--- config.mk ---
export PLATFORM = sky130hd
export DESIGN_NAME = ram_arbiter
export DESIGN_NICKNAME = d
export VERILOG_FILES = /design/src/rtl/ram_arbiter_pkg.sv /design/src/rtl/ram_arbiter_rr_pick2.sv /design/src/rtl/ram_arbiter.sv
export SDC_FILE = /design/constraint.sdc
export NUM_CORES = 1
export LEC_CHECK = 0
export CORE_MARGIN = 2
export CORE_UTILIZATION = 43
export CTS_BUF_LIST = sky130_fd_sc_hd__clkbuf_2
export CTS_CLUSTER_DIAMETER = 60
export CTS_CLUSTER_SIZE = 28
export DETAILED_ROUTE_END_ITERATION = 12
export PLACE_DENSITY = 0.84
export SETUP_SLACK_MARGIN = 0.5
export SLEW_MARGIN = 0
export SYNTH_ARGS = -nofsm -noshare
export SYNTH_HDL_FRONTEND = slang
export SYNTH_SLANG_ARGS = --single-unit
--- constraint.sdc ---
create_clock -name clk -period 2.2 [get_ports clk]
set_input_delay 0.44 -clock clk [delete_from_list [all_inputs] [get_ports clk]]
set_output_delay 0.44 -clock clk [all_outputs]
set_load 0.1 [all_outputs]
--- src/rtl/ram_arbiter_pkg.sv ---
// rtl/ram_arbiter_pkg.sv - shared requester ids and owner-pipeline entry type
package ram_arbiter_pkg;

  localparam logic REQ_A = 1'b0;
  localparam logic REQ_B = 1'b1;

  typedef struct packed {
    logic valid;
    logic id;
  } owner_t;

endpackage

--- src/rtl/ram_arbiter_rr_pick2.sv ---
// rtl/ram_arbiter_rr_pick2.sv - two-input round-robin grant picker
module rr_pick2
  import ram_arbiter_pkg::*;
(
  input  logic       clk,
  input  logic       rst,
  input  logic [1:0] req,
  output logic [1:0] gnt
);

  logic ptr;

  always_comb begin
    gnt = 2'b00;
    if (!rst) begin
      if (req[REQ_A] && (!req[REQ_B] || ptr == REQ_A)) begin
        gnt[REQ_A] = 1'b1;
      end else if (req[REQ_B]) begin
        gnt[REQ_B] = 1'b1;
      end
    end
  end

  // Pointer always favours whoever was not granted last.
  always_ff @(posedge clk) begin
    if (rst) begin
      ptr <= REQ_A;
    end else if (gnt[REQ_A]) begin
      ptr <= REQ_B;
    end else if (gnt[REQ_B]) begin
      ptr <= REQ_A;
    end
  end

endmodule

--- src/rtl/ram_arbiter.sv ---
// rtl/ram_arbiter.sv - round-robin sequencer sharing one synchronous RAM between requesters A and B
module ram_arbiter
  import ram_arbiter_pkg::*;
#(
  parameter int ADDR_W = 4,
  parameter int DATA_W = 4
) (
  input  logic              clk,
  input  logic              rst,
  input  logic              a_req,
  input  logic              a_we,
  input  logic [ADDR_W-1:0] a_addr,
  input  logic [DATA_W-1:0] a_wdata,
  output logic              a_gnt,
  output logic              a_rvalid,
  output logic [DATA_W-1:0] a_rdata,
  input  logic              b_req,
  input  logic              b_we,
  input  logic [ADDR_W-1:0] b_addr,
  input  logic [DATA_W-1:0] b_wdata,
  output logic              b_gnt,
  output logic              b_rvalid,
  output logic [DATA_W-1:0] b_rdata,
  output logic              ram_read,
  output logic              ram_write,
  output logic [ADDR_W-1:0] ram_addr,
  output logic [DATA_W-1:0] ram_datain,
  input  logic [DATA_W-1:0] ram_dataout
);

  logic [1:0]        gnt;
  logic              any_gnt;
  logic              sel_b;
  logic              sel_we;
  logic [ADDR_W-1:0] sel_addr;
  logic [DATA_W-1:0] sel_wdata;
  owner_t            own0;
  owner_t            own1;

  rr_pick2 u_pick (
    .clk (clk),
    .rst (rst),
    .req ({b_req, a_req}),
    .gnt (gnt)
  );

  assign a_gnt     = gnt[REQ_A];
  assign b_gnt     = gnt[REQ_B];
  assign any_gnt   = |gnt;
  assign sel_b     = gnt[REQ_B];
  assign sel_we    = sel_b ? b_we    : a_we;
  assign sel_addr  = sel_b ? b_addr  : a_addr;
  assign sel_wdata = sel_b ? b_wdata : a_wdata;

  always_ff @(posedge clk) begin
    if (rst) begin
      ram_read   <= 1'b0;
      ram_write  <= 1'b0;
      ram_addr   <= '0;
      ram_datain <= '0;
    end else begin
      ram_read  <= any_gnt & ~sel_we;
      ram_write <= any_gnt & sel_we;
      if (any_gnt) begin
        ram_addr   <= sel_addr;
        ram_datain <= sel_wdata;
      end
    end
  end

  // own0 covers the RAM command cycle, own1 the cycle ram_dataout is valid.
  always_ff @(posedge clk) begin
    if (rst) begin
      own0 <= '0;
      own1 <= '0;
    end else begin
      own0.valid <= any_gnt & ~sel_we;
      own0.id    <= sel_b;
      own1       <= own0;
    end
  end

  always_ff @(posedge clk) begin
    if (rst) begin
      a_rvalid <= 1'b0;
      b_rvalid <= 1'b0;
      a_rdata  <= '0;
      b_rdata  <= '0;
    end else begin
      a_rvalid <= own1.valid && (own1.id == REQ_A);
      b_rvalid <= own1.valid && (own1.id == REQ_B);
      if (own1.valid && own1.id == REQ_A) begin
        a_rdata <= ram_dataout;
      end
      if (own1.valid && own1.id == REQ_B) begin
        b_rdata <= ram_dataout;
      end
    end
  end

endmodule

Word level (Yosys, flattened, before mapping)
Index checks and enable logic that the tools add are counted.

storage, ports and cells
  bits in registers = 24
  latch bits = 0
  bits in writable memories = 0
  memory bits (read-only) = 0
  bits of input ports = 26
  logic and storage cells = 33
  memories = 0

operators by class
  add/sub/neg operators = 0
  multipliers = 0
  div/mod/pow operators = 0
  order comparisons = 0
  eq/ne operators = 0
  shifts and indexed selects = 0
  multiplexer cells = 9
  bitwise gates (word level) = 5
  reduce and logical (&&, ||, !) cells = 7

operators by type and width
  kind               count
  $mux 4             2
  $mux 1             6
  $logic_and 1x1->1  3
  $not 1->1          3
  $and 1x1->1        2
  $mux 2             1
  $reduce_bool 2->1  1
  $reduce_or 2->1    1
  $logic_not 1->1    1
  $logic_or 1x1->1   1

Depth between registers and ports, before layout
  depth after elaboration = 8
  gate-level depth with buffers = 4

Modules after synthesis
A second synthesis with hierarchy kept.

unflattened totals
  cells, all modules = 93
  area, all modules = 968.4 um^2

modules (own cells, without submodules)
  module       instances  cells each  area each (um^2)  seq. area each (um^2)
  ram_arbiter  1          86          907.1             460.4
  rr_pick2     1          7           61.3              20.0

Worst setup path before layout
OpenSTA, ideal clock, no wires.

  kind = input to output
  from = input b_req
  to = output a_gnt
  data arrival time = 2888 ps
  data required time = 1760 ps
  path slack = -1128 ps
  stages = 2
  buffers on the path = 1
  cell sequence = clkbuf_1 > a211oi_1

between the ends
  longest elaborated chain between the ends = 5

ends and longest elaborated chain
  what               RTL line                    source
  from (decl)        ram_arbiter.sv:17           input logic b_req,
  $logic_not 1->1    ram_arbiter_rr_pick2.sv:16  if (req[REQ_A] && (!req[REQ_B] || ptr == REQ_A)) begin
  $logic_or 1x1->1   ram_arbiter_rr_pick2.sv:16
  $logic_and 1x1->1  ram_arbiter_rr_pick2.sv:16
  $mux 1             ram_arbiter_rr_pick2.sv:16
  $mux 2             ram_arbiter_rr_pick2.sv:15  if (!rst) begin
  to (decl)          ram_arbiter.sv:14           output logic a_gnt,

No other way between the ends.

Final worst setup path
  from = input rst
  to = output b_gnt

between the ends
  longest elaborated chain between the ends = 1

ends and longest elaborated chain
  what         RTL line                    source
  from (decl)  ram_arbiter.sv:9            input logic rst,
  $mux 2       ram_arbiter_rr_pick2.sv:15
  to (decl)    ram_arbiter.sv:21           output logic b_gnt,

No other way between the ends.

==> impl_results.md <==
* Die Width at 50.8 um
* Most frequent cells in the layout: 28 x buf_4, 23 x dfxtp_1, 22 x clkdlybuf4s50_1
* Core Area at 2020 um2
* Initial antenna violation count at 0
* Final #Nets at 175
* Wire length per cell at 14.0 um
* Layout cells sized above 1 at 0.293
* Hold depth at 2
* Die Height at 50.8 um
* R2r endpoint: ram_datain[2]
* Slew headroom at 0.633
* Post-route insts no fill at 174
* Placed Cells at 165
* Yosys cell types at 24
* H-tree levels at 1
* GRT Total Usage at 0.191
* Dpl hpwl at 1700 um
* WP data arrival at 1250 ps
* Fin crit period at 1690 ps
* Critical Path Fanout Max at 4
* Mapped Area at 941 um2
* R2r setup slk at 910 ps
* Pre-Repair DR Iteration Count at 4
* # Max-Cap Violations at 0
* Die Area at 2580 um2
* GR Overflow Total at 0
* Port buffer count at 47
* Clock buffer depth at 2
* Layout area overhead at 58.0%
* Final Hold Fails at 0
* GPL Wtd Cong at 0.771
* Flops & latches, synth at 24
* Most common cell after layout, fill and taps aside: buf_4
* Worst hold start: b_rdata[2]
* Avg Vias per Cell at 5.21
* Final ANT Viol Nets at 0
* Vias in the first global route at 838
* TNS Setup at 0 ps
* Avg Cell Area, Syn at 10.0 um2
* Slew Viols, Final at 0
* Root Buffer: clkbuf_2
* Clk_skew at 13.7 ps
* Period Utilization, post-route at 0.770
* CP Capture Type: output pin
* Num rows at 16
* CTS tree: yes
* Clk Latency, worst-skew pair at 320 ps
* TritonCTS Buffers at 3
* Worst EP required at 1760 ps
* CP startpoint kind: input port
* Vias at 906
* Initial Util at 0.465
* Crit Path Class: input port to output pin
* WL final at 2430 um
* Clk slew on worst S/H paths at 200 ps
* Leak at 0.665 nW
* Syn_nets at 120
* Hold Path Sink: b_rdata[2]
* First-pass GRT wire length at 3640 um
* Sinks on the clock net at 24
* Reg2reg start: u_pick.ptr
* Initial DRC count at 19
* Peak supply drop at 0.000549 V
* Status: complete, no violations
* I/O pin count at 48
* Reg2Reg Depth at 4
* Final setup violation count at 0
* Hold buffer count at CTS at 0
* Pin count of the biggest net entering global routing at 17
* Tot Pwr at 928 uW
* # DRC at 0
* Post-synthesis sequential area ratio at 0.511
* Worst slew pin tran at 548 ps
* Power Dens Cells at 624 nW/um2
* ANT cells at 0
* Peak Freq at 0.590 GHz
* Unrepaired setup endpoints after global routing: yes
* Hold crit path type: flip-flop to flip-flop
* Synth Warn # at 0
* Mapped Cells at 94
* Post-Route Utilization at 0.735
==> flip-flops by register name, indices dropped and copies added (netlist names) <==
| name | count |
|---|---|
| a_rdata | 4 |
| b_rdata | 4 |
| ram_addr | 4 |
| ram_datain | 4 |
| own0 | 2 |
| own1 | 2 |
| a_rvalid | 1 |
| b_rvalid | 1 |
| ram_write | 1 |
| u_pick.ptr | 1 |
==> cell type report <==
| class | count | area, um2 |
|---|---|---|
| timing repair buffer | 56 | 505 |
| multi-input combinational | 55 | 414 |
| tap | 27 | 33.8 |
| sequential | 24 | 484 |
| clock buffer | 3 | 15.0 |
| fill | 143 | 536 |
| inverter | 9 | 33.8 |
==> critical path, cell delays in order <==
cell and delay (ps):
dlygate4sd2_1 300, nor2b_2 170, and2_4 180, buf_12 170
==> how the worst max path moves through the flow <==
stage                    start    end  slack, ps  depth (start not counted)
global placement           rst  b_gnt        190                          4
detailed placement       a_req  a_gnt        150                          4
global route               rst  b_gnt        480                          4
floorplan                b_req  a_gnt        300                          2
CTS                 u_pick.ptr  b_gnt        490                          3
finish                     rst  b_gnt        510                          4
==> synthesized netlist by cell type <==
| library cell | count | area [um2] |
|---|---|---|
| nor2b_2 | 1 | 8.76 |
| inv_1 | 9 | 33.8 |
| buf_6 | 1 | 11.3 |
| and2_1 | 1 | 6.26 |
| clkbuf_2 | 1 | 5.00 |
| nor2_1 | 4 | 15.0 |
| and2_4 | 1 | 8.76 |
| dfxtp_1 | 24 | 480 |
| clkbuf_1 | 3 | 11.3 |
| o21bai_1 | 1 | 7.51 |
| and3b_1 | 2 | 17.5 |
| a2111oi_0 | 8 | 70.1 |
| a221o_1 | 8 | 80.1 |
| nand2b_1 | 3 | 18.8 |
| nand3_1 | 5 | 25.0 |
| nor3_2 | 1 | 10.0 |
| a21bo_2 | 1 | 10.0 |
| a21oi_1 | 6 | 30.0 |
| nor3b_1 | 1 | 7.51 |
| mux2i_1 | 4 | 40.0 |
| buf_2 | 1 | 5.00 |
| nand2_1 | 5 | 18.8 |
| a211oi_1 | 1 | 7.51 |
| nor2b_1 | 2 | 12.5 |
==> logic make-up after synthesis <==
group	after synthesis	share of synthesized area
and+or+nand+nor	26	0.158
AOI/OAI and AO/OA	25	0.218
DFF	24	0.511
buffers and inverters	15	0.0705
muxes	4	0.0426
==> where the power goes <==
group          internal, mW  switching (mW)
Sequential            0.457          0.0149
Clock                0.0372           0.115
Combinational         0.105           0.199
Total                 0.599           0.329
==> repair_timing <==
item                       in CTS  in global routing
setup buffers                   4                  2
setup endpoints to repair       2                  2
pin swaps                       2                  0
hold endpoints to repair        0                  0
cloned                          0                  0
gates resized for setup         9                  2
==> per-layer routing <==
metal | track usage | share of wire | vias to the layer above
li1 | - | - | 446
met1 | 0.226 | 0.40 | 416
met2 | 0.329 | 0.52 | 41
met3 | 0.0536 | 0.077 | 3
met4 | 0.0676 | 0.0058 | 0
met5 | 0 | 0 | -
==> per-stage QoR <==
stage / setup slack, ps / hold WS [ps] / cell area, um2
3_5_place_dp: 155 / 427 / 1420
2_1_floorplan: 302 / 414 / 985
6_report: 506 / 472 / 1490
3_3_place_gp: 187 / 416 / 1420
5_1_grt: 478 / 483 / 1490
4_1_cts: 489 / 461 / 1470
Power figures use the tool's default switching activity.
